File: config.mk
export PLATFORM = sky130hd
export DESIGN_NAME = wb_retire_tracker_flat
export DESIGN_NICKNAME = d
export VERILOG_FILES = /design/src/rtl/rv_retire_pkg.sv /design/src/rtl/wb_retire_tracker_if.sv /design/src/rtl/retire_rec_fifo.sv /design/src/rtl/wb_retire_tracker.sv /design/src/flat_wrapper.sv
export SDC_FILE = /design/constraint.sdc
export NUM_CORES = 2
export LEC_CHECK = 0
export ABC_CLOCK_PERIOD_IN_PS = 22200
export CAP_MARGIN = 20
export CORE_MARGIN = 4
export CORE_UTILIZATION = 25
export CTS_CLUSTER_SIZE = 8
export DETAILED_ROUTE_END_ITERATION = 10
export SYNTH_ARGS = -nofsm -noshare
export SYNTH_HDL_FRONTEND = slang
export SYNTH_SLANG_ARGS = --single-unit
export TNS_END_PERCENT = 1
File: constraint.sdc
create_clock -name clk -period 22.2 [get_ports clk]
set_input_delay 4.44 -clock clk [delete_from_list [all_inputs] [get_ports clk]]
set_output_delay 4.44 -clock clk [all_outputs]
set_load 0.02 [all_outputs]
File: src/rtl/rv_retire_pkg.sv
// Shared types and decode helpers for the write-back retirement tracker.
// The record layout here is what the downstream instruction checkers consume.
package rv_retire_pkg;

    localparam logic [6:0] OPC_JAL    = 7'b1101111;
    localparam logic [6:0] OPC_JALR   = 7'b1100111;
    localparam logic [6:0] OPC_BRANCH = 7'b1100011;

    typedef enum logic [1:0] {
        INIT = 2'd0,
        SEQ  = 2'd1,
        BR   = 2'd2,
        ANY  = 2'd3
    } trk_state_t;

    typedef struct packed {
        logic [31:0] pc;
        logic [31:0] insn;
        logic [31:0] rs1_rdata;
        logic [31:0] rs2_rdata;
        logic [4:0]  rd;
        logic [31:0] rd_wdata;
        logic        pc_err;
    } retire_rec_t;

    function automatic logic [31:0] imm_j(input logic [31:0] insn);
        return {{12{insn[31]}}, insn[19:12], insn[20], insn[30:21], 1'b0};
    endfunction

    function automatic logic [31:0] imm_b(input logic [31:0] insn);
        return {{20{insn[31]}}, insn[7], insn[30:25], insn[11:8], 1'b0};
    endfunction

endpackage

File: src/rtl/wb_retire_tracker_if.sv
// Bundle between the WB stage, the retirement tracker and the record consumer.
// Record handshake: a record transfers on a clock edge where rec_valid_o and rec_ready_i are both high; while rec_valid_o is high and not accepted, all rec_* outputs hold stable.
interface wb_retire_tracker_if #(parameter int ORDER_W = 32);
    import rv_retire_pkg::*;

    logic               wb_valid_i;
    logic [31:0]        wb_pc_i;
    logic [31:0]        wb_insn_i;
    logic               wb_we_i;
    logic [4:0]         wb_rd_i;
    logic [31:0]        wb_value_i;
    logic               trap_i;
    logic               rec_valid_o;
    logic               rec_ready_i;
    logic [ORDER_W-1:0] rec_order_o;
    logic [31:0]        rec_pc_o;
    logic [31:0]        rec_insn_o;
    logic [31:0]        rec_rs1_rdata_o;
    logic [31:0]        rec_rs2_rdata_o;
    logic [4:0]         rec_rd_o;
    logic [31:0]        rec_rd_wdata_o;
    logic               rec_pc_err_o;
    logic               overflow_o;
    trk_state_t         dbg_state;

    modport master (
        output wb_valid_i, wb_pc_i, wb_insn_i, wb_we_i, wb_rd_i, wb_value_i, trap_i, rec_ready_i,
        input  rec_valid_o, rec_order_o, rec_pc_o, rec_insn_o, rec_rs1_rdata_o, rec_rs2_rdata_o,
               rec_rd_o, rec_rd_wdata_o, rec_pc_err_o, overflow_o, dbg_state
    );

    modport slave (
        input  wb_valid_i, wb_pc_i, wb_insn_i, wb_we_i, wb_rd_i, wb_value_i, trap_i, rec_ready_i,
        output rec_valid_o, rec_order_o, rec_pc_o, rec_insn_o, rec_rs1_rdata_o, rec_rs2_rdata_o,
               rec_rd_o, rec_rd_wdata_o, rec_pc_err_o, overflow_o, dbg_state
    );

endinterface

File: src/rtl/retire_rec_fifo.sv
// Synchronous FIFO holding packed retirement records; the head reads as zero when empty.
// The caller must not push while full unless it pops in the same cycle.
module retire_rec_fifo #(
    parameter int DEPTH = 4,
    parameter int W     = 32
) (
    input  logic         clk,
    input  logic         rst_n,
    input  logic         push,
    input  logic [W-1:0] din,
    input  logic         pop,
    output logic [W-1:0] dout,
    output logic         full,
    output logic         empty
);

    localparam int AW = $clog2(DEPTH);

    logic [W-1:0] mem [DEPTH];
    logic [AW:0]  wptr;
    logic [AW:0]  rptr;

    assign empty = (wptr == rptr);
    assign full  = (wptr[AW] != rptr[AW]) && (wptr[AW-1:0] == rptr[AW-1:0]);
    assign dout  = empty ? '0 : mem[rptr[AW-1:0]];

    always_ff @(posedge clk or negedge rst_n) begin
        if (!rst_n) begin
            wptr <= '0;
            rptr <= '0;
        end else begin
            if (push) wptr <= wptr + (AW+1)'(1);
            if (pop)  rptr <= rptr + (AW+1)'(1);
        end
    end

    always_ff @(posedge clk) begin
        if (push) mem[wptr[AW-1:0]] <= din;
    end

endmodule

File: src/rtl/wb_retire_tracker.sv
// Shadow register file plus PC continuity tracker behind the RV12 write-back stage.
// Each non-bubble WB cycle yields one record pushed into a small FIFO for the checkers.
module wb_retire_tracker
    import rv_retire_pkg::*;
#(
    parameter int          DEPTH   = 4,
    parameter int          ORDER_W = 32,
    parameter logic [31:0] PC_INIT = 32'h200
) (
    input logic                clk,
    input logic                rst_n,
    wb_retire_tracker_if.slave bus
);

    localparam int RW = ORDER_W + $bits(retire_rec_t);

    trk_state_t         state_q, state_d;
    logic [31:0]        exp_a_q, exp_a_d;
    logic [31:0]        exp_b_q, exp_b_d;
    logic [ORDER_W-1:0] order_q;
    logic [31:0]        regs_q [32];
    logic               overflow_q;
    logic               pc_err;
    logic               wr_en;
    logic [4:0]         rs1_idx, rs2_idx;
    logic [6:0]         opcode;
    retire_rec_t        rec_in, rec_out;
    logic [ORDER_W-1:0] order_out;
    logic [RW-1:0]      fifo_dout;
    logic               push, pop, full, empty;

    assign rs1_idx = bus.wb_insn_i[19:15];
    assign rs2_idx = bus.wb_insn_i[24:20];
    assign opcode  = bus.wb_insn_i[6:0];
    assign wr_en   = bus.wb_we_i && (bus.wb_rd_i != 5'd0);

    // Source operands come from the pre-write shadow state of this same cycle.
    always_comb begin
        rec_in           = '0;
        rec_in.pc        = bus.wb_pc_i;
        rec_in.insn      = bus.wb_insn_i;
        rec_in.rs1_rdata = (rs1_idx == 5'd0) ? 32'd0 : regs_q[rs1_idx];
        rec_in.rs2_rdata = (rs2_idx == 5'd0) ? 32'd0 : regs_q[rs2_idx];
        rec_in.rd        = wr_en ? bus.wb_rd_i : 5'd0;
        rec_in.rd_wdata  = wr_en ? bus.wb_value_i : 32'd0;
        rec_in.pc_err    = pc_err;
    end

    always_comb begin
        state_d = state_q;
        exp_a_d = exp_a_q;
        exp_b_d = exp_b_q;
        pc_err  = 1'b0;
        case (state_q)
            INIT:    pc_err = (bus.wb_pc_i != PC_INIT);
            SEQ:     pc_err = (bus.wb_pc_i != exp_a_q);
            BR:      pc_err = (bus.wb_pc_i != exp_a_q) && (bus.wb_pc_i != exp_b_q);
            default: pc_err = 1'b0;
        endcase
        if (bus.wb_valid_i) begin
            if (bus.trap_i) begin
                state_d = ANY;
            end else begin
                case (opcode)
                    OPC_JAL: begin
                        state_d = SEQ;
                        exp_a_d = bus.wb_pc_i + imm_j(bus.wb_insn_i);
                    end
                    OPC_BRANCH: begin
                        state_d = BR;
                        exp_a_d = bus.wb_pc_i + 32'd4;
                        exp_b_d = bus.wb_pc_i + imm_b(bus.wb_insn_i);
                    end
                    OPC_JALR: state_d = ANY;
                    default: begin
                        state_d = SEQ;
                        exp_a_d = bus.wb_pc_i + 32'd4;
                    end
                endcase
            end
        end
    end

    assign pop  = bus.rec_valid_o && bus.rec_ready_i;
    assign push = bus.wb_valid_i && (!full || pop);

    // A dropped record still advances order and shadow state so the gap is visible.
    always_ff @(posedge clk or negedge rst_n) begin
        if (!rst_n) begin
            state_q    <= INIT;
            exp_a_q    <= '0;
            exp_b_q    <= '0;
            order_q    <= '0;
            overflow_q <= 1'b0;
            for (int i = 0; i < 32; i++) regs_q[i] <= '0;
        end else if (bus.wb_valid_i) begin
            state_q <= state_d;
            exp_a_q <= exp_a_d;
            exp_b_q <= exp_b_d;
            order_q <= order_q + ORDER_W'(1);
            if (wr_en) regs_q[bus.wb_rd_i] <= bus.wb_value_i;
            if (full && !pop) overflow_q <= 1'b1;
        end
    end

    retire_rec_fifo #(.DEPTH(DEPTH), .W(RW)) u_fifo (
        .clk   (clk),
        .rst_n (rst_n),
        .push  (push),
        .din   ({order_q, rec_in}),
        .pop   (pop),
        .dout  (fifo_dout),
        .full  (full),
        .empty (empty)
    );

    assign {order_out, rec_out} = fifo_dout;

    assign bus.rec_valid_o     = !empty;
    assign bus.rec_order_o     = order_out;
    assign bus.rec_pc_o        = rec_out.pc;
    assign bus.rec_insn_o      = rec_out.insn;
    assign bus.rec_rs1_rdata_o = rec_out.rs1_rdata;
    assign bus.rec_rs2_rdata_o = rec_out.rs2_rdata;
    assign bus.rec_rd_o        = rec_out.rd;
    assign bus.rec_rd_wdata_o  = rec_out.rd_wdata;
    assign bus.rec_pc_err_o    = rec_out.pc_err;
    assign bus.overflow_o      = overflow_q;
    assign bus.dbg_state       = state_q;

endmodule

File: src/flat_wrapper.sv
// flat-port wrapper written by rule: the top's interface ports become plain ports
module wb_retire_tracker_flat import rv_retire_pkg::*;
#(
    parameter int          DEPTH   = 4,
    parameter int          ORDER_W = 32,
    parameter logic [31:0] PC_INIT = 32'h200
)
  (clk, rst_n, bus_wb_valid_i, bus_wb_pc_i, bus_wb_insn_i, bus_wb_we_i, bus_wb_rd_i, bus_wb_value_i, bus_trap_i, bus_rec_ready_i, bus_rec_valid_o, bus_rec_order_o, bus_rec_pc_o, bus_rec_insn_o, bus_rec_rs1_rdata_o, bus_rec_rs2_rdata_o, bus_rec_rd_o, bus_rec_rd_wdata_o, bus_rec_pc_err_o, bus_overflow_o, bus_dbg_state);
  wb_retire_tracker_if #(.ORDER_W(ORDER_W)) bus_i ();
  input logic clk;
  input logic rst_n;
  input wire logic [$bits(bus_i.wb_valid_i)-1:0] bus_wb_valid_i;
  input wire logic [$bits(bus_i.wb_pc_i)-1:0] bus_wb_pc_i;
  input wire logic [$bits(bus_i.wb_insn_i)-1:0] bus_wb_insn_i;
  input wire logic [$bits(bus_i.wb_we_i)-1:0] bus_wb_we_i;
  input wire logic [$bits(bus_i.wb_rd_i)-1:0] bus_wb_rd_i;
  input wire logic [$bits(bus_i.wb_value_i)-1:0] bus_wb_value_i;
  input wire logic [$bits(bus_i.trap_i)-1:0] bus_trap_i;
  input wire logic [$bits(bus_i.rec_ready_i)-1:0] bus_rec_ready_i;
  output wire logic [$bits(bus_i.rec_valid_o)-1:0] bus_rec_valid_o;
  output wire logic [$bits(bus_i.rec_order_o)-1:0] bus_rec_order_o;
  output wire logic [$bits(bus_i.rec_pc_o)-1:0] bus_rec_pc_o;
  output wire logic [$bits(bus_i.rec_insn_o)-1:0] bus_rec_insn_o;
  output wire logic [$bits(bus_i.rec_rs1_rdata_o)-1:0] bus_rec_rs1_rdata_o;
  output wire logic [$bits(bus_i.rec_rs2_rdata_o)-1:0] bus_rec_rs2_rdata_o;
  output wire logic [$bits(bus_i.rec_rd_o)-1:0] bus_rec_rd_o;
  output wire logic [$bits(bus_i.rec_rd_wdata_o)-1:0] bus_rec_rd_wdata_o;
  output wire logic [$bits(bus_i.rec_pc_err_o)-1:0] bus_rec_pc_err_o;
  output wire logic [$bits(bus_i.overflow_o)-1:0] bus_overflow_o;
  output wire logic [$bits(bus_i.dbg_state)-1:0] bus_dbg_state;
  assign bus_i.wb_valid_i = bus_wb_valid_i;
  assign bus_i.wb_pc_i = bus_wb_pc_i;
  assign bus_i.wb_insn_i = bus_wb_insn_i;
  assign bus_i.wb_we_i = bus_wb_we_i;
  assign bus_i.wb_rd_i = bus_wb_rd_i;
  assign bus_i.wb_value_i = bus_wb_value_i;
  assign bus_i.trap_i = bus_trap_i;
  assign bus_i.rec_ready_i = bus_rec_ready_i;
  assign bus_rec_valid_o = bus_i.rec_valid_o;
  assign bus_rec_order_o = bus_i.rec_order_o;
  assign bus_rec_pc_o = bus_i.rec_pc_o;
  assign bus_rec_insn_o = bus_i.rec_insn_o;
  assign bus_rec_rs1_rdata_o = bus_i.rec_rs1_rdata_o;
  assign bus_rec_rs2_rdata_o = bus_i.rec_rs2_rdata_o;
  assign bus_rec_rd_o = bus_i.rec_rd_o;
  assign bus_rec_rd_wdata_o = bus_i.rec_rd_wdata_o;
  assign bus_rec_pc_err_o = bus_i.rec_pc_err_o;
  assign bus_overflow_o = bus_i.overflow_o;
  assign bus_dbg_state = bus_i.dbg_state;
  wb_retire_tracker #(.DEPTH(DEPTH), .ORDER_W(ORDER_W), .PC_INIT(PC_INIT)) u_core (.clk(clk), .rst_n(rst_n), .bus(bus_i));
endmodule
# After elaboration in Yosys (flattened, before gate mapping)
# Memory sizes are Yosys's and may differ from the RTL's.
# Cells that the tools add are included.
# word_totals
in_bits	107
mem_count	1
register_bits	1129
output_inout_bits	202
wordCells	105
ramBits	792
# op_classes
order_cmp	4
n_eq_ne	11
add_sub_neg	6
n_reduce_logical	19
bitwise_logic	5
muxes	20
# mem_list
name	depth	word_bits	rd	rd_clocked_by_memory_dff	write_ports	line_no	source
u_core.u_fifo.mem	4	198	1	0	1	retire_rec_fifo.sv:19	logic [W-1:0] mem [DEPTH];
# op_table
op	count
bitwise mux 1024 bit	1
binary-select mux 32 bit (select 5 bit)	2
two-way mux 32 bit	8
two-way mux 198 bit	1
demux 32 bit (select 5 bit)	1
adder 32 bit	2
!= test 32 bit	2
case mux 32 bit (2 select lines)	1
adder 32 x 1 -> 32 bit (second input constant)	1
adder 32 x 3 -> 32 bit (second input constant)	1
!= test 32 x 10 -> 1 bit (second input constant)	1
== test 7 bit (second input constant)	3
greater-or-equal comparator 6 bit (second input constant)	3
NOT 5 -> 6 bit	3
zero test 5 bit	2
logical AND 1 bit	7
adder 3 x 1 -> 3 bit (second input constant)	2
< comparator 6 x 1 -> 1 bit (second input constant)	1
AND reduction 3 bit	2
two-way mux 5 bit	1
nonzero test 5 bit	1
case mux 2 bit (2 select lines)	1
AND reduction 2 bit	2
== test 3 bit	1
11 further kinds	15

# Longest topological paths before layout
# depth
ltp_word	7
ltp_mapped	12

# Modules after synthesis
# From an unflattened synthesis, not the netlist that was laid out.
# unflattened
hier_cells	6039
hier_area_um2	93667.3
# by_module_without_submodules
mod	instances	seq_area_each_um2	area_per_inst_um2	cells_each
wb_retire_tracker	1	28102.0	62834.0	4711
retire_rec_fifo	1	23933.0	30833.3	1328

# Worst setup path after synthesis
# OpenSTA, ideal clock, no wires.
# synth_timing
path_type	in2reg
startpoint	input port bus_wb_valid_i
endpoint	memory u_core.u_fifo.mem[3][0] (netlist bit) (enable)
n_path_buf	2
arrival_ns	13.230
path_stages	4
path_slack_ns	8.207
cell_sequence	clkbuf_1 -> nand2b_1 -> clkbuf_1 -> nor2_1
# synth_via
elab_chain_cells	3
# synth_rtl
element	line_no	source
start, declared	flat_wrapper.sv:12	input wire logic [$bits(bus_i.wb_valid_i)-1:0] bus_wb_valid_i;
logical AND 1 bit	wb_retire_tracker.sv:85	assign push = bus.wb_valid_i && (!full || pop);
two-way mux 1 bit	retire_rec_fifo.sv:38	if (push) mem[wptr[AW-1:0]] <= din;
two-way mux 1 bit (not written as such)	retire_rec_fifo.sv:38	
end, declared	retire_rec_fifo.sv:19	
# Every way passes these cells.

# Final worst setup path
# layout_timing
startpoint	register u_core.u_fifo.rptr[1]
endpoint	output port bus_rec_rs1_rdata_o[24]
# layout_via
elab_chain_cells	2
elab_cells_between_ends	3
cone_classes	eq/ne (1); mux (1); memory (1)
# layout_rtl
element	line_no	source
start, declared	retire_rec_fifo.sv:21	logic [AW:0] rptr;
start signal, assigned	retire_rec_fifo.sv:33	if (pop) rptr <= rptr + (AW+1)'(1);
memory (4 x 198 bit) / == test 3 bit (equally long branches)	--	
two-way mux 198 bit (*)	retire_rec_fifo.sv:25	assign dout = empty ? '0 : mem[rptr[AW-1:0]];
end, declared	flat_wrapper.sv:24	output wire logic [$bits(bus_i.rec_rs1_rdata_o)-1:0] bus_rec_rs1_rdata_o;
# Mark *: on every way between the ends. The rest lies on a longest branch, timed or not.

==> reports/metrics.cfg <==
[power_and_ir_drop]
p_seq_frac=0.381
p_int_mw=8.40
p_comb_frac=0.298
p_clk_frac=0.321
p_leak_nw=42.9
p_sw_frac=0.310
switching_power_mw=3.77
powerDensity_nw_per_um2=111
vdd_drop_max_v=0.000128

[placement]
post_dp_cell_area_um2=101000
place_congestion=0.813
hpwl_mm=170
io_buffers=308

[routing]
vias_per_cell=5.02
drtAntennaViolNets=0
drt_wl_total_mm=291
wl_per_cell_um=25.8
drt_iter0_markers=4821
vias=56600
drc=0
first_pass_iters=5

[yosys]
synth_fp_nets=6155
syn_area_um2=92900
post-synth-top-count-cell=dfrtp_1
synth_top_family_by_area=multiplexers
syn_inst=5995
yosysTopAreaCell=dfrtp_1
synth_edf_count=792
synth_cell_types=78
async_flop_share=0.588
post_synth_and_or_nand_nor_area_fraction=0.0411
synth_compound_area_frac=0.0394
synth_commonest_cells=dfrtp_1 (1129), mux2_2 (1056), edfxtp_1 (792), mux4_2 (646), clkbuf_1 (332)
synth.area.top_cells=dfrtp_1 (30%), edfxtp_1 (26%), mux4_2 (16%)
synth_seq_cells=1921
ys.flop_type=dfrtp_1
yosysWarnings=0
synth.top_cell.area_share=0.304
avgSynthCellArea_um2=15.5
synthMuxAreaShare=0.310
synth-xor-area-share=0.0164
ys_seq_area_frac=0.560
yosys.area_share.adder=0.00741

[clock_tree]
clkTransAtPathRegs_ns=0.05
cts_buffers=282
cts.root.buffer_cell=clkbuf_16
clkLatencyLatePin_ns=0.83
ctsHoldBuffers=0
clock-sinks=1921
cts_buffer_depth=4
post_cts_resize_count=0
htreeDepth=5
tritoncts=yes
post_cts_buffers=0

[finish]
drive_gt1_frac=0.354
fin_nets=6350
postLayoutCoreUtil=0.296
fin_area_um2=109000
synthToLayoutAreaGrowth_pct=17.7

[critical_path]
path_depth=6
cp.required_ns=17.76
worstSetupPathType=flop to output pin
critPathLaunchType=flop
path_delay_family=buffers and inverters
cpMostUsedCell=buf_4
end_kind=output pin
cp_num_buf_inv=4
arrival_ns=5.53
slowest_stage=dfrtp_4
path_cells=buf_4 > buf_4 > buf_4 > mux4_2 > and2_1 > clkdlybuf4s50_1
reg2reg_depth=8
crit_path_max_fanout=64
critPathMaxStageDelay_ns=0.96

[global_routing]
overflow=0
grtUsageTotal=0.148
grt_pass1_vias=59000
grt_max_degree=182
antenna_found_initial=28
grt_pass1_wl_mm=422

[sta]
setup_viol=0
worst_slew_pin_slew_ns=1.14
fin_crit_sh=0.449
relSlewSlack=0.238
hold_violations=0
tns_ns=0
finalClockSkew_ns=0.0485
min_period_ns=9.97
rsz0062_at_grt=false
final_max_slew_viol_count=0
clock.fmax_mhz=100

[floorplan]
die_w_um=618
ios=309
fp.coreArea_um2=369000
start_util=0.252
dieHeight_um=618
fp-row-count=223
die-area_um2=381000

[outcome]
outcome=finished clean

[run]
drv_cap=0

[min_path]
hp-class=flop to flop
holdPathStages=0

[registers in the layout, indices dropped and copies added, names as in the netlist]
| signal | cells |
|---|---|
| u_core.bus.dbg_state | 2 |
| u_core.bus.overflow_o | 1 |
| u_core.exp_a_q | 32 |
| u_core.exp_b_q | 32 |
| u_core.order_q | 32 |
| u_core.regs_q | 1024 |
| u_core.u_fifo.mem | 792 |
| u_core.u_fifo.rptr | 3 |
| u_core.u_fifo.wptr | 3 |
[layer usage]
| metal | vias to the layer above | wire (um) | global-route usage |
|---|---|---|---|
| met1 | 30300 | 120000 | 0.193 |
| li1 | 23500 | - | - |
| met4 | 6 | 10100 | 0.0503 |
| met2 | 2230 | 141000 | 0.246 |
| met3 | 531 | 19200 | 0.0275 |
| met5 | - | 38 | 0 |
[cell families after synthesis]
| kind of cell | after synthesis |
|---|---|
| fa+ha+maj | 54 |
| compound gates | 602 |
| mux | 1938 |
| xor+xnor | 174 |
| buf+inv | 575 |
| simple gates | 731 |
| flops | 1921 |
[worst reg2reg max path: cells and delay by family, from the launching register on]
kind / cells / cell delay [ns]
xor gates and xnor gates: 1 / 0.27
buffers and inverters: 3 / 2.18
DFF: 1 / 0.96
and+or+nand+nor: 4 / 1.23
[power groups by stage]
stage	registers (mW)	clock network, mW	logic [mW]
3_5_place_dp	4.69	0	3.70
2_1_floorplan	4.68	0	2.18
5_1_grt	4.69	4.13	3.87
4_1_cts	4.63	3.98	3.71
6_report	4.64	3.90	3.63
3_3_place_gp	4.65	0	3.67
[area by class of cell]
cell class | instances | area (um2)
Fill cell | 36600 | 260000
Sequential cell | 1921 | 52000
Multi-Input combinational cell | 3499 | 38800
Clock buffer | 401 | 7680
Tap cell | 4950 | 6190
Timing Repair Buffer | 460 | 4450
Clock inverter | 13 | 158
Inverter | 26 | 97.6
Antenna cell | 6 | 15.0
[worst paths after layout]
kind	from	end	slack, ns
max	u_core.u_fifo.rptr[1]$_DFFE_PN0P_	bus_rec_rs1_rdata_o[24]	12.23
max in group asynchronous	rst_n	u_core.regs_q[104]$_DFFE_PN0P_	14.90
max reg2reg	u_core.u_fifo.rptr[1]$_DFFE_PN0P_	u_core.u_fifo.mem[3][109]$_DFFE_PP_	17.01
min reg2reg	u_core.regs_q[993]$_DFFE_PN0P_	u_core.regs_q[993]$_DFFE_PN0P_	0.40
min in group asynchronous	rst_n	u_core.regs_q[860]$_DFFE_PN0P_	3.70
min	u_core.regs_q[993]$_DFFE_PN0P_	u_core.regs_q[993]$_DFFE_PN0P_	0.40
[per-stage QoR]
step | hold WS [ns] | std cells | total power [mW] | worst slack, ns
3_5_place_dp | 0.385 | 10900 | 8.39 | 12.59
2_1_floorplan | 0.445 | 5995 | 6.85 | 8.21
5_1_grt | 0.409 | 11300 | 12.7 | 11.68
6_report | 0.399 | 11300 | 12.2 | 12.23
3_3_place_gp | 0.381 | 10800 | 8.32 | 12.59
4_1_cts | 0.398 | 11300 | 12.3 | 11.94
[placed cells by master, fill, tap and decap left out, types with 7 or more instances in the layout]
cell             Yosys  final
mux2i_1            230    230
o22ai_1             64     64
clkbuf_1           332    110
a31oi_1              9      9
o21ai_1             16     16
ha_1                51     51
inv_1               26     26
buf_4                2    142
mux4_2             646    646
nand2_2              0     12
nor4_1              23     21
a21oi_1            218    218
edfxtp_1           792    792
dfrtp_1           1129   1127
nor3_1              46     46
a211oi_1             7      7
o21a_1               7      7
clkbuf_16            0    290
nor2_4               0     18
nand2_1            119    106
xnor2_1             74     74
inv_6                0      8
xor2_1             100    100
clkdlybuf4s50_1      0    297
and2_1             241    241
o21ai_0            137    137
nand4_1             19     19
o221ai_1            64     64
a21o_1              31     31
nor2b_1             12      8
nor2_1             172    154
nand3_1             36     35
mux2_2            1056   1056
and3_1              19     19
Power figures use the tool's default switching activity.
